$ cat config.mk
export PLATFORM = sky130hd
export DESIGN_NAME = uart_ctrl
export DESIGN_NICKNAME = d
export VERILOG_FILES = /design/src/rtl/uart_ctrl.sv
export SDC_FILE = /design/constraint.sdc
export NUM_CORES = 1
export LEC_CHECK = 0
export CORE_AREA = 2 2 71 73
export CTS_CLUSTER_SIZE = 25
export DETAILED_ROUTE_END_ITERATION = 8
export DIE_AREA = 0 0 73 75
export GPL_TIMING_DRIVEN = 0
export PLACE_DENSITY_LB_ADDON = 0.12
export SLEW_MARGIN = 5
export SYNTH_ARGS = -nofsm -noshare
export SYNTH_HDL_FRONTEND = slang
export SYNTH_SLANG_ARGS = --single-unit
$ cat constraint.sdc
create_clock -name clk -period 2 [get_ports clk]
set_clock_uncertainty 0.05 [all_clocks]
set_input_delay 0.4 -clock clk [delete_from_list [all_inputs] [get_ports clk]]
set_output_delay 0.4 -clock clk [all_outputs]
set_load 0.02 [all_outputs]
$ cat src/rtl/uart_ctrl.sv
// Bus-master sequencer for the memory-mapped uart: programs CLK_DIV once, then round-robin
// arbitrates NUM_REQ TX requesters. Optional RX drain path under `UART_CTRL_RX_EN.
module uart_ctrl #(
  parameter int          NUM_REQ   = 4,
  parameter logic [15:0] CLK_DIV   = 16'd207,
  parameter logic [31:0] BASE_ADDR = 32'h0
) (
  input  logic                 clk,
  input  logic                 reset,
  input  logic [NUM_REQ-1:0]   req_valid_in,
  input  logic [8*NUM_REQ-1:0] req_data_in,
  output logic [NUM_REQ-1:0]   req_ready_out,
  output logic                 rx_valid_out,
  output logic [7:0]           rx_data_out,
  input  logic                 rx_ready_in,
  output logic                 uart_sel_out,
  output logic                 uart_read_out,
  output logic [3:0]           uart_write_mask_out,
  output logic [31:0]          uart_address_out,
  output logic [31:0]          uart_write_value_out,
  input  logic [31:0]          uart_read_value_in
);

  localparam int GW = $clog2(NUM_REQ);
  localparam logic [GW-1:0] RR_INIT = GW'(NUM_REQ - 1);

  localparam logic [31:0] ADDR_DIV    = BASE_ADDR;
  localparam logic [31:0] ADDR_STATUS = BASE_ADDR + 32'h4;
  localparam logic [31:0] ADDR_DATA   = BASE_ADDR + 32'h8;

  typedef enum logic [1:0] {
    S_INIT,
    S_POLL,
    S_TX_WRITE,
    S_RX_READ
  } state_t;

  state_t          state, state_nxt;
  logic [GW-1:0]   grant, grant_nxt;
  logic [GW-1:0]   rr_ptr;
  logic [GW-1:0]   pick;
  logic            pick_found;
  logic [1:0]      st;
  logic            rx_take;
  logic [7:0]      tx_byte;

  logic            bus_sel;
  logic            bus_read;
  logic [3:0]      bus_mask;
  logic [31:0]     bus_addr;
  logic [31:0]     bus_wdata;
  logic [NUM_REQ-1:0] ready_vec;

  assign st      = uart_read_value_in[1:0];
  assign tx_byte = req_data_in[{grant, 3'b000} +: 8];

  // Round-robin: first valid requester strictly after rr_ptr, wrapping.
  always_comb begin
    int idx;
    idx        = 0;
    pick       = rr_ptr;
    pick_found = 1'b0;
    for (int k = 1; k <= NUM_REQ; k++) begin
      idx = int'(rr_ptr) + k;
      if (idx >= NUM_REQ) idx = idx - NUM_REQ;
      if (!pick_found && req_valid_in[idx[GW-1:0]]) begin
        pick_found = 1'b1;
        pick       = idx[GW-1:0];
      end
    end
  end

  always_comb begin
    state_nxt = state;
    grant_nxt = grant;
    bus_sel   = 1'b0;
    bus_read  = 1'b0;
    bus_mask  = 4'b0000;
    bus_addr  = 32'h0;
    bus_wdata = 32'h0;
    ready_vec = '0;
    case (state)
      S_INIT: begin
        bus_sel   = 1'b1;
        bus_addr  = ADDR_DIV;
        bus_mask  = 4'b0011;
        bus_wdata = {16'b0, CLK_DIV};
        state_nxt = S_POLL;
      end
      S_POLL: begin
        bus_sel  = 1'b1;
        bus_read = 1'b1;
        bus_addr = ADDR_STATUS;
        if (rx_take) begin
          state_nxt = S_RX_READ;
        end else if (st[0] && pick_found) begin
          grant_nxt = pick;
          state_nxt = S_TX_WRITE;
        end
      end
      S_TX_WRITE: begin
        bus_sel          = 1'b1;
        bus_addr         = ADDR_DATA;
        bus_mask         = 4'b0001;
        bus_wdata        = {24'b0, tx_byte};
        ready_vec[grant] = 1'b1;
        state_nxt        = S_POLL;
      end
      S_RX_READ: begin
        bus_sel   = 1'b1;
        bus_read  = 1'b1;
        bus_addr  = ADDR_DATA;
        state_nxt = S_POLL;
      end
      default: state_nxt = S_INIT;
    endcase
  end

  always_ff @(posedge clk or posedge reset) begin
    if (reset) begin
      state  <= S_INIT;
      grant  <= '0;
      rr_ptr <= RR_INIT;
    end else begin
      state <= state_nxt;
      grant <= grant_nxt;
      if (state == S_TX_WRITE) rr_ptr <= grant;
    end
  end

  // Reset forces the Moore bus outputs low immediately, aborting any access in flight.
  assign uart_sel_out         = bus_sel & ~reset;
  assign uart_read_out        = bus_read & ~reset;
  assign uart_write_mask_out  = reset ? 4'b0000 : bus_mask;
  assign uart_address_out     = reset ? 32'h0 : bus_addr;
  assign uart_write_value_out = reset ? 32'h0 : bus_wdata;
  assign req_ready_out        = reset ? '0 : ready_vec;

`ifdef UART_CTRL_RX_EN
  logic       rx_valid_q;
  logic [7:0] rx_data_q;
  logic [23:0] unused_rd_hi;

  assign rx_take      = st[1] && !rx_valid_q;
  assign unused_rd_hi = uart_read_value_in[31:8];

  always_ff @(posedge clk or posedge reset) begin
    if (reset) begin
      rx_valid_q <= 1'b0;
      rx_data_q  <= 8'h00;
    end else if (state == S_RX_READ) begin
      rx_valid_q <= 1'b1;
      rx_data_q  <= uart_read_value_in[7:0];
    end else if (rx_ready_in && rx_valid_q) begin
      rx_valid_q <= 1'b0;
    end
  end

  assign rx_valid_out = rx_valid_q;
  assign rx_data_out  = rx_data_q;
`else
  logic unused_rx;

  assign rx_take      = 1'b0;
  assign unused_rx    = ^{rx_ready_in, uart_read_value_in[31:2]};
  assign rx_valid_out = 1'b0;
  assign rx_data_out  = 8'h00;
`endif

endmodule

==> flow_metrics.py <==
metrics = {
    "global_route": {
        "grt_overflow": 0,
        "grt_pass1_wl_um": 4260,
        "antenna_found_initial": 0,
        "grt_max_degree": 11,
        "grt_pass1_vias": 850,
        "grt_usage_pct": 10.2,
    },
    "synth": {
        "postSynthAreaPerCell_sq_um": 9.11,
        "yosys_warnings": 0,
        "syn-instance-count": 131,
        "ys_ff_latch": 6,
        "netlist_area_sq_um": 1190,
        "seq_area_frac_synth_pct": 12.8,
        "synth.distinct_cells": 28,
    },
    "clock_tree": {
        "htree_levels": 1,
        "root_buffer": "clkbuf_8",
        "cts.clk_slew.worst_paths_ns": 0.04,
        "cts_buffer_depth": 2,
        "cts_sinks": 6,
        "clk_latency_ns": 0.22,
        "cts_tree": "done",
        "cts_inserted_buffers": 3,
    },
    "floorplan": {
        "io_pins": 154,
        "die_area_sq_um": 5480,
        "rows": 25,
        "initial_core_util_pct": 25.6,
        "core_area_sq_um": 4660,
        "fp.dieH_um": 75,
        "die_w_um": 73,
    },
    "worst_setup_path": {
        "r2r-end": "grant[0]",
        "arrival_ns": 1.60,
        "ff2ff_setup_slack_ns": 0.66,
        "crit_path_top_delay_cell": "mux4_1",
        "crit_family": "multiplexers",
        "r2r_cells": 3,
        "cp-start-kind": "register",
        "cpPeakStageDelay_ns": 0.51,
        "path_class": "register to output port",
        "path_cells": "buf_6 > buf_4 > mux4_1 > and3_1 > buf_6",
        "cpMostUsedCell": "buf_6",
        "end_kind": "output port",
        "cp.required_ns": 1.55,
        "r2r_start": "rr_ptr[1]",
        "path_buf_inv": 3,
        "critPathMaxFanout": 5,
    },
    "place": {
        "hpwl_um": 2580,
        "place.gp.congestion": 0.707,
        "portBuffers": 56,
        "dp_slack_ns": -0.833,
        "placed_cell_area_sq_um": 2060,
        "placed_cells": 305,
    },
    "routing": {
        "routed_via_density": 3.40,
        "drt_iter0_markers": 13,
        "drtAntennaViolNets": 0,
        "routed_wl_um": 3030,
        "vias": 1068,
        "drt-wirelength-per-cell_um": 9.63,
        "remaining_drc_errors": 0,
        "firstDrtPassIters": 3,
    },
    "finish": {
        "layout_commonest_cell": "buf_4",
        "design_area_sq_um": 2150,
        "final_cells": 314,
        "register_area_sq_um": 153,
        "n_antenna_cell": 0,
        "layout-drive-gt1-share_pct": 45.0,
        "final_cell_mix": "76 x buf_4, 65 x conb_1, 34 x clkdlybuf4s50_1, 6 x mux4_2",
        "fill_cells": 459,
        "nets": 332,
        "multi_input_area_sq_um": 712,
        "synthToLayoutAreaGrowth_pct": 80.2,
    },
    "status": {
        "status": "finished, violations left",
        "violations": "negative setup slack",
    },
    "pwr": {
        "power_mw": 1.34,
        "vdd_drop_max_uv": 450,
        "power.density_nw_per_um2": 622,
        "leakage_nw": 1.21,
    },
    "sta": {
        "rsz0062_at_grt": "yes",
        "fin_ws_ns": -0.0478,
        "fin_crit_sh_pct": 102,
        "post-route-min-period_ns": 2.05,
        "setup_violations": 7,
        "max_freq_ghz": 0.488,
        "finalSetupTns_ns": -0.177,
        "final_hold_viol_count": 0,
        "slew_violations": 0,
    },
    "flow_run": {
        "maxCapViolations": 0,
    },
    "min_path": {
        "hp-class": "input pin to async pin",
    },
}
-- metrics by stage --
step	utilization, %	hold slack [ns]
after floorplan	-	0.207
after global placement	44.2	0.597
after detailed placement	44.2	0.599
after CTS	44.9	0.191
after global routing	46.1	0.0850
final	46.1	0.0565
-- sequential cells by signal, summed over array words and instances, names as in the netlist --
signal and cells:
grant 2, rr_ptr 2, state 2
-- Yosys cell counts --
master    count  share of area, %
o22a_1        1              0.73
nor3b_1       3               1.9
or2_2         1              0.52
mux2i_1       1              0.84
o32a_1        1              0.84
nor2b_1       4               2.1
and3b_1       1              0.73
nand2b_1      2               1.0
inv_1         9               2.8
and3_1        2               1.0
mux2_2        2               1.9
o211ai_1      1              0.63
and2_4        1              0.73
nand2_1       3              0.94
nor3_1        2              0.84
clkbuf_8      3               3.5
and4_2        1              0.84
buf_4        65                41
buf_6         2               1.9
dfstp_2       2               4.4
o221ai_1      1              0.73
mux4_1        6                13
dfrtp_1       4               8.4
a21oi_1       7               2.9
mux4_2        2               3.8
conb_1        1              0.31
or4_4         1              0.94
nor2_1        2              0.63
-- per-layer routing --
layer / part of all wire, % / GRT usage, % / wire length, um
met5: 0 / 0 / 0
met1: 36 / 11.6 / 1090
met4: 1.4 / 3.91 / 43
met2: 54 / 18.5 / 1630
met3: 8.7 / 2.14 / 263
-- cells by family after synthesis --
family / synth area share (%)
and+or+nand+nor: 12.3
AOI/OAI and AO/OA: 5.87
other: 0.314
muxes: 19.7
DFF: 12.8
buffers and inverters: 49.1
-- repair_timing --
action | CTS | global route
gates resized for setup | 76 | 19
cloned | 0 | 0
hold buffers | 0 | 0
pin swaps | 3 | 6
buffers inserted | 2 | 3
endpoints found under the setup margin | 18 | 11
-- layout make-up --
cell class,instances,share of cell area (%)
timing repair buffer,61,26.5
multi-input combinational,110,33.1
tap,54,3.14
buffer,70,26.4
sequential,6,7.10
clock buffer,4,2.09
inverter,9,1.69
-- power breakdown --
| part | switching (mW) | total [mW] | internal [mW] |
|---|---|---|---|
| sequential | 0.0613 | 0.243 | 0.182 |
| clock | 0.0569 | 0.194 | 0.138 |
| combinational | 0.385 | 0.901 | 0.516 |
| total | 0.503 | 1.34 | 0.835 |
-- worst register-to-register path, delay by kind of cell, from the launching register on --
family             cells  cell delay, ns
muxes                  1            0.20
AOI/OAI and AO/OA      2            0.38
DFF                    1            0.58
-- how the worst max path moves through the flow --
stage,start,endpoint,slack [ns],depth (start not counted)
2_1_floorplan,reset,req_ready_out[1],-0.10,5
3_3_place_gp,reset,req_ready_out[1],-0.82,7
3_5_place_dp,reset,req_ready_out[1],-0.83,7
4_1_cts,req_data_in[13],uart_write_value_out[5],-0.1,4
5_1_grt,grant[0],uart_write_value_out[3],-0.1,6
6_report,grant[0],uart_write_value_out[4],-0.05,5
(Power assumes the default switching activity.)
